[src/rtl/phy_pkg.sv]
// Shared PHY definitions: receiver FSM states and the default comma / idle
// symbols. The TX serializer imports the same constants so both ends agree.
package phy_pkg;

  // Receiver synchronisation states.
  typedef enum logic [1:0] {
    HUNT   = 2'd0,
    ALIGN  = 2'd1,
    LOCKED = 2'd2
  } state_t;

  // Default 8-bit alignment and idle symbols.
  localparam logic [7:0] COMMA_DEFAULT = 8'hBC;
  localparam logic [7:0] IDLE_DEFAULT  = 8'h7C;

endpackage

[src/rtl/serial_paralelo_sync_if.sv]
// Bundle of the serial receiver's data-path signals.
//
// Handshake: there is no backpressure. valid_out is a one-cycle strobe that
// marks the cycle in which data_out and idle carry a newly aligned word; the
// consumer must take the word in that cycle. active is a level that is high
// only while the receiver is locked. state mirrors the receiver FSM.
interface serial_paralelo_sync_if #(
  parameter int WIDTH = 8
);
  import phy_pkg::*;

  logic             data_in;
  logic [WIDTH-1:0] data_out;
  logic             valid_out;
  logic             idle;
  logic             active;
  state_t           state;

  // Serial source side: drives the bit stream, observes the receiver.
  modport master (
    output data_in,
    input  data_out,
    input  valid_out,
    input  idle,
    input  active,
    input  state
  );

  // Receiver side.
  modport slave (
    input  data_in,
    output data_out,
    output valid_out,
    output idle,
    output active,
    output state
  );

endinterface

[src/rtl/serial_paralelo_sync.sv]
// Serial-to-parallel receiver with comma-based word alignment.
// Shifts an MSB-first stream into sr every clock, hunts for the comma at any
// bit offset, locks after SYNC_CNT aligned commas and then emits one word per
// WIDTH clocks. LOSS_CNT commas seen off the word boundary drop the lock.
module serial_paralelo_sync
  import phy_pkg::*;
#(
  parameter int               WIDTH    = 8,
  parameter logic [WIDTH-1:0] COMMA    = WIDTH'(COMMA_DEFAULT),
  parameter logic [WIDTH-1:0] IDLE_SYM = WIDTH'(IDLE_DEFAULT),
  parameter int               SYNC_CNT = 4,
  parameter int               LOSS_CNT = 3
) (
  input  logic                  clk_32f,
  input  logic                  reset,
  serial_paralelo_sync_if.slave bus
);

  // Elaboration-time legality of the parameters.
  if (WIDTH < 4) begin : g_width_chk
    $error("serial_paralelo_sync: WIDTH must be >= 4");
  end
  if (SYNC_CNT < 1) begin : g_sync_chk
    $error("serial_paralelo_sync: SYNC_CNT must be >= 1");
  end
  if (LOSS_CNT < 1) begin : g_loss_chk
    $error("serial_paralelo_sync: LOSS_CNT must be >= 1");
  end

  localparam int PW = $clog2(WIDTH);
  localparam int AW = $clog2(SYNC_CNT + 1);
  localparam int LW = $clog2(LOSS_CNT + 1);

  localparam logic [PW-1:0] PH_LAST   = PW'(WIDTH - 1);
  localparam logic [AW-1:0] SYNC_LAST = AW'(SYNC_CNT);
  localparam logic [LW-1:0] LOSS_LAST = LW'(LOSS_CNT);

  logic [WIDTH-1:0] sr;
  logic [PW-1:0]    ph;
  logic [AW-1:0]    acnt;
  logic [LW-1:0]    mcnt;
  state_t           state_q;
  logic [WIDTH-1:0] data_out_q;
  logic             valid_out_q;
  logic             idle_q;
  logic             active_q;

  logic             is_comma;
  logic             is_idle;
  logic             at_boundary;
  logic [AW-1:0]    acnt_inc;
  logic [LW-1:0]    mcnt_inc;

  // One comma comparator shared by every state.
  assign is_comma    = (sr == COMMA);
  assign is_idle     = (sr == IDLE_SYM);
  // ph is 0 in the cycle where sr holds a complete aligned word.
  assign at_boundary = (ph == '0);
  assign acnt_inc    = acnt + AW'(1);
  assign mcnt_inc    = mcnt + LW'(1);

  // Shift register, phase tracking, sync FSM and registered outputs.
  always_ff @(posedge clk_32f or negedge reset) begin
    if (!reset) begin
      sr          <= '0;
      ph          <= '0;
      acnt        <= '0;
      mcnt        <= '0;
      state_q     <= HUNT;
      data_out_q  <= '0;
      valid_out_q <= 1'b0;
      idle_q      <= 1'b0;
      active_q    <= 1'b0;
    end else begin
      sr          <= {sr[WIDTH-2:0], bus.data_in};
      valid_out_q <= 1'b0;
      ph          <= (ph == PH_LAST) ? '0 : ph + PW'(1);

      unique case (state_q)
        HUNT: begin
          // Any offset may carry the comma; a hit defines the word phase,
          // so the next boundary falls exactly WIDTH cycles later.
          if (is_comma) begin
            ph   <= PW'(1);
            acnt <= AW'(1);
            if (SYNC_CNT == 1) begin
              state_q  <= LOCKED;
              active_q <= 1'b1;
            end else begin
              state_q <= ALIGN;
            end
          end
        end

        ALIGN: begin
          // Only boundary words count; anything but a comma restarts the hunt.
          if (at_boundary) begin
            if (is_comma) begin
              acnt <= acnt_inc;
              if (acnt_inc == SYNC_LAST) begin
                state_q  <= LOCKED;
                active_q <= 1'b1;
              end
            end else begin
              state_q <= HUNT;
              acnt    <= '0;
            end
          end
        end

        LOCKED: begin
          if (at_boundary) begin
            data_out_q  <= sr;
            valid_out_q <= 1'b1;
            idle_q      <= is_idle;
            if (is_comma) begin
              mcnt <= '0;
            end
          end else if (is_comma) begin
            // A comma off the boundary means the word phase has slipped.
            if (mcnt_inc == LOSS_LAST) begin
              state_q  <= HUNT;
              active_q <= 1'b0;
              idle_q   <= 1'b0;
              acnt     <= '0;
              mcnt     <= '0;
            end else begin
              mcnt <= mcnt_inc;
            end
          end
        end

        default: begin
          state_q <= HUNT;
        end
      endcase
    end
  end

  assign bus.data_out  = data_out_q;
  assign bus.valid_out = valid_out_q;
  assign bus.idle      = idle_q;
  assign bus.active    = active_q;
  assign bus.state     = state_q;

endmodule

[src/flat_wrapper.sv]
// flat-port wrapper written by rule: the top's interface ports become plain ports
module serial_paralelo_sync_flat import phy_pkg::*;
#(
  parameter int               WIDTH    = 8,
  parameter logic [WIDTH-1:0] COMMA    = WIDTH'(COMMA_DEFAULT),
  parameter logic [WIDTH-1:0] IDLE_SYM = WIDTH'(IDLE_DEFAULT),
  parameter int               SYNC_CNT = 4,
  parameter int               LOSS_CNT = 3
)
  (clk_32f, reset, bus_data_in, bus_data_out, bus_valid_out, bus_idle, bus_active, bus_state);
  serial_paralelo_sync_if #(.WIDTH(WIDTH)) bus_i ();
  input  logic clk_32f;
  input  logic reset;
  input wire logic [$bits(bus_i.data_in)-1:0] bus_data_in;
  output wire logic [$bits(bus_i.data_out)-1:0] bus_data_out;
  output wire logic [$bits(bus_i.valid_out)-1:0] bus_valid_out;
  output wire logic [$bits(bus_i.idle)-1:0] bus_idle;
  output wire logic [$bits(bus_i.active)-1:0] bus_active;
  output wire logic [$bits(bus_i.state)-1:0] bus_state;
  assign bus_i.data_in = bus_data_in;
  assign bus_data_out = bus_i.data_out;
  assign bus_valid_out = bus_i.valid_out;
  assign bus_idle = bus_i.idle;
  assign bus_active = bus_i.active;
  assign bus_state = bus_i.state;
  serial_paralelo_sync #(.WIDTH(WIDTH), .COMMA(COMMA), .IDLE_SYM(IDLE_SYM), .SYNC_CNT(SYNC_CNT), .LOSS_CNT(LOSS_CNT)) u_core (.clk_32f(clk_32f), .reset(reset), .bus(bus_i));
endmodule
[config.mk]
export PLATFORM = sky130hd
export DESIGN_NAME = serial_paralelo_sync_flat
export DESIGN_NICKNAME = d
export VERILOG_FILES = /design/src/rtl/phy_pkg.sv /design/src/rtl/serial_paralelo_sync_if.sv /design/src/rtl/serial_paralelo_sync.sv /design/src/flat_wrapper.sv
export SDC_FILE = /design/constraint.sdc
export NUM_CORES = 1
export LEC_CHECK = 0
export BUFFER_PORTS_ARGS = -buffer_cell sky130_fd_sc_hd__buf_2
export CAP_MARGIN = 15
export CORE_MARGIN = 2
export CORE_UTILIZATION = 45
export DETAILED_ROUTE_END_ITERATION = 8
export PLACE_DENSITY_LB_ADDON = 0.15
export SETUP_SLACK_MARGIN = 0.4
export SLEW_MARGIN = 5
export SYNTH_ARGS = -nofsm -noshare
export SYNTH_HDL_FRONTEND = slang
export SYNTH_SLANG_ARGS = --single-unit
[constraint.sdc]
create_clock -name clk_32f -period 1.4 [get_ports clk_32f]
set_input_delay 0.28 -clock clk_32f [delete_from_list [all_inputs] [get_ports clk_32f]]
set_output_delay 0.28 -clock clk_32f [all_outputs]
set_load 0.05 [all_outputs]
==> impl_metrics.tcl <==
set metrics [dict create \
    critPathSlowestCell "dfrtp_1" \
    finalCritPeriodShare_pct 107 \
    path_class "reg -> reg" \
    slew_viol_final 0 \
    timing.final.crit_period_ns 1.49 \
    crit_arrival_ns 1.77 \
    die_w_um 59.1 \
    cts-root-buf "clkbuf_4" \
    yosysUniqueCellTypes 35 \
    vdd_drop_max_mv 0.827 \
    clk_latency_ns 0.33 \
    synthFlopType "dfrtp_1" \
    place_congestion 0.851 \
    slew_headroom_pct 72.8 \
    cts_tree "yes" \
    avgViaCountPerCell 5.57 \
    die_h_um 59.1 \
    rows 19 \
    violations "setup timing" \
    cts_buffers 5 \
    pin_count 16 \
    crit_buf_inv 2 \
    post_synth_main_area_contributors "dfrtp_1 (53%), ha_1 (8.2%), nand2_1 (7.7%)" \
    final.setup.tns_ns -1.00 \
    antenna_found_initial 0 \
    required_ns 1.68 \
    hold_slack_ns 0.0511 \
    die_area_sq_mm 0.00349 \
    drtAntennaViolNets 0 \
    clock_skew_ns 0.0105 \
    syn-cell-area_sq_mm 0.00137 \
    areaGrowthSynthToFinish_pct 69.5 \
    drc 0 \
    vias 1286 \
    startpoint_type "flip-flop" \
    clk_path_buf_depth 2 \
    power_leakage_uw 0.00115 \
    n_antenna_cell 0 \
    drive_above_1_share_pct 62.0 \
    fmax_mhz 670 \
    place_hpwl_um 2170 \
    clkSinkCount 29 \
    syn_area_per_cell_sq_um 10.8 \
    critPathMaxStageDelay_ns 0.39 \
    synth-async-reset-ratio_pct 100 \
    wl_per_cell_um 16.6 \
    synth_top_area_share_pct 53.1 \
    grt_setup_unrepaired "true" \
    drtIter0Drc 49 \
    initial_core_util_pct 48.3 \
    finalSetupViolCount 19 \
    yosysTopAreaCell "dfrtp_1" \
    synth-edff-count 0 \
    synthesis.nets 139 \
    synth_seq_cells 29 \
    grt_max_degree 17 \
    htreeDepth 2 \
    final-hold-violation-count 0 \
    final_nets 211 \
    power.density_mw_per_mm2 950 \
    hold_class "in -> reg" \
    first_global_vias 1303 \
    ys_seq_area_share_pct 53.1 \
    worst_pin_slew_ns 0.409 \
    io_buffers 15 \
    first_pass_iters 4 \
    ys_top_cells_by_count "dfrtp_1 (29), nand2_1 (28), ha_1 (9)" \
    clk_pin_slew_ns 0.10 \
    cp-end-kind "flip-flop" \
    status "complete, but fails checks" \
    synthCells 127 \
    grt_overflow 0 \
    yosysMostFrequentCell "dfrtp_1" \
    track_usage_pct 24.0 \
    core-area_sq_mm 0.00283 \
    setup_ws_ns -0.0920 \
    crit_family "simple AND/OR/NAND/NOR gates" \
    crit_fanout 7 \
    place_ws_ns -0.216 \
    wl_um 3840 \
    yosysWarnings 0 \
    drv_cap 0 \
    grt_pass1_wl_um 6010 \
    crit_chain "nand4bb_1 -> buf_6 -> nor3_4 -> buf_4 -> a41o_1 -> o31a_1" \
]
## cells by family (layout without fill, tap and decap cells)
family                     Yosys count  after routing  synth area share [%]
AOI/OAI and AO/OA                   20             20                  12.2
xor gates and xnor gates             1              1                 0.641
adders and majority gates            9              9                  8.24
buffers and inverters               12             85                  3.94
DFF                                 29             29                  53.1
muxes                                3              3                  2.20
and+or+nand+nor                     53             53                  19.7
## where the power goes
part / internal (uW) / switching, uW / total (uW)
clock: 189 / 302 / 491
combinational: 379 / 338 / 717
sequential: 919 / 72.8 / 992
total: 1490 / 713 / 2200
## through the flow
stage               util (%)  power (uW)  instance area [sq um]  cells
floorplan                  -        1270                   1400    127
global placement        59.9        1440                   1690    197
detailed placement      59.9        1460                   1690    197
CTS                     76.8        2080                   2170    224
global route            81.9        2310                   2320    231
finish                  81.9        2200                   2320    231
## layer usage
metal / vias to the layer above / wire length, um / global-route usage, %
met4: 0 / 76 / 8.12
met5: - / 0 / 0
met1: 634 / 1460 / 27.5
met3: 12 / 224 / 5.90
li1: 590 / - / -
met2: 50 / 2080 / 43.5
## cells in the final DEF (no fill, tap or decap), types with 4 or more instances in the layout
cell type  count
dfrtp_1       27
nand2_2       14
nand2_1       11
ha_1           5
buf_6         18
clkbuf_4       5
buf_4         41
nand4_1        4
inv_1          5
## path summary, 6_finish.rpt
| check | startpoint | to | slack, ns | cells past startpoint |
|---|---|---|---|---|
| max in group asynchronous | reset | u_core.sr[6] | 0.58 | 3 |
| min reg2reg | u_core.sr[5] | u_core.sr[6] | 0.44 | 0 |
| max reg2reg | u_core.sr[1] | u_core.bus.state[0] | -0.09 | 6 |
| min in group asynchronous | reset | u_core.bus.state[1] | 0.40 | 2 |
| min | bus_data_in | u_core.sr[0] | 0.05 | 1 |
| max | u_core.sr[1] | u_core.bus.state[0] | -0.09 | 6 |
## layout make-up
type	instances	area [sq um]
clock buffer	5	37.5
inverter	9	46.3
timing repair inverter	1	7.51
tap	31	38.8
sequential	29	728
fill	140	513
multi-input combinational	86	825
timing repair buffer	67	616
clock inverter	3	17.5
## sequential cells by signal, indices dropped and copies added (netlist names)
register,flops
u_core.bus.idle,1
u_core.bus.valid_out,1
u_core.bus.state,2
u_core.ph,3
u_core.bus.data_out,8
u_core.sr,8
u_core.bus.active,1
u_core.mcnt,2
u_core.acnt,3
## timing repair
| action | in CTS | in global routing |
|---|---|---|
| hold buffers | 1 | 0 |
| gates cloned | 1 | 0 |
| buffers inserted | 17 | 7 |
| endpoints found under the setup margin | 34 | 34 |
| resized for setup | 73 | 20 |
| pin swaps | 25 | 8 |
| endpoints found under the hold margin | 15 | 0 |
(Power assumes the default switching activity.)
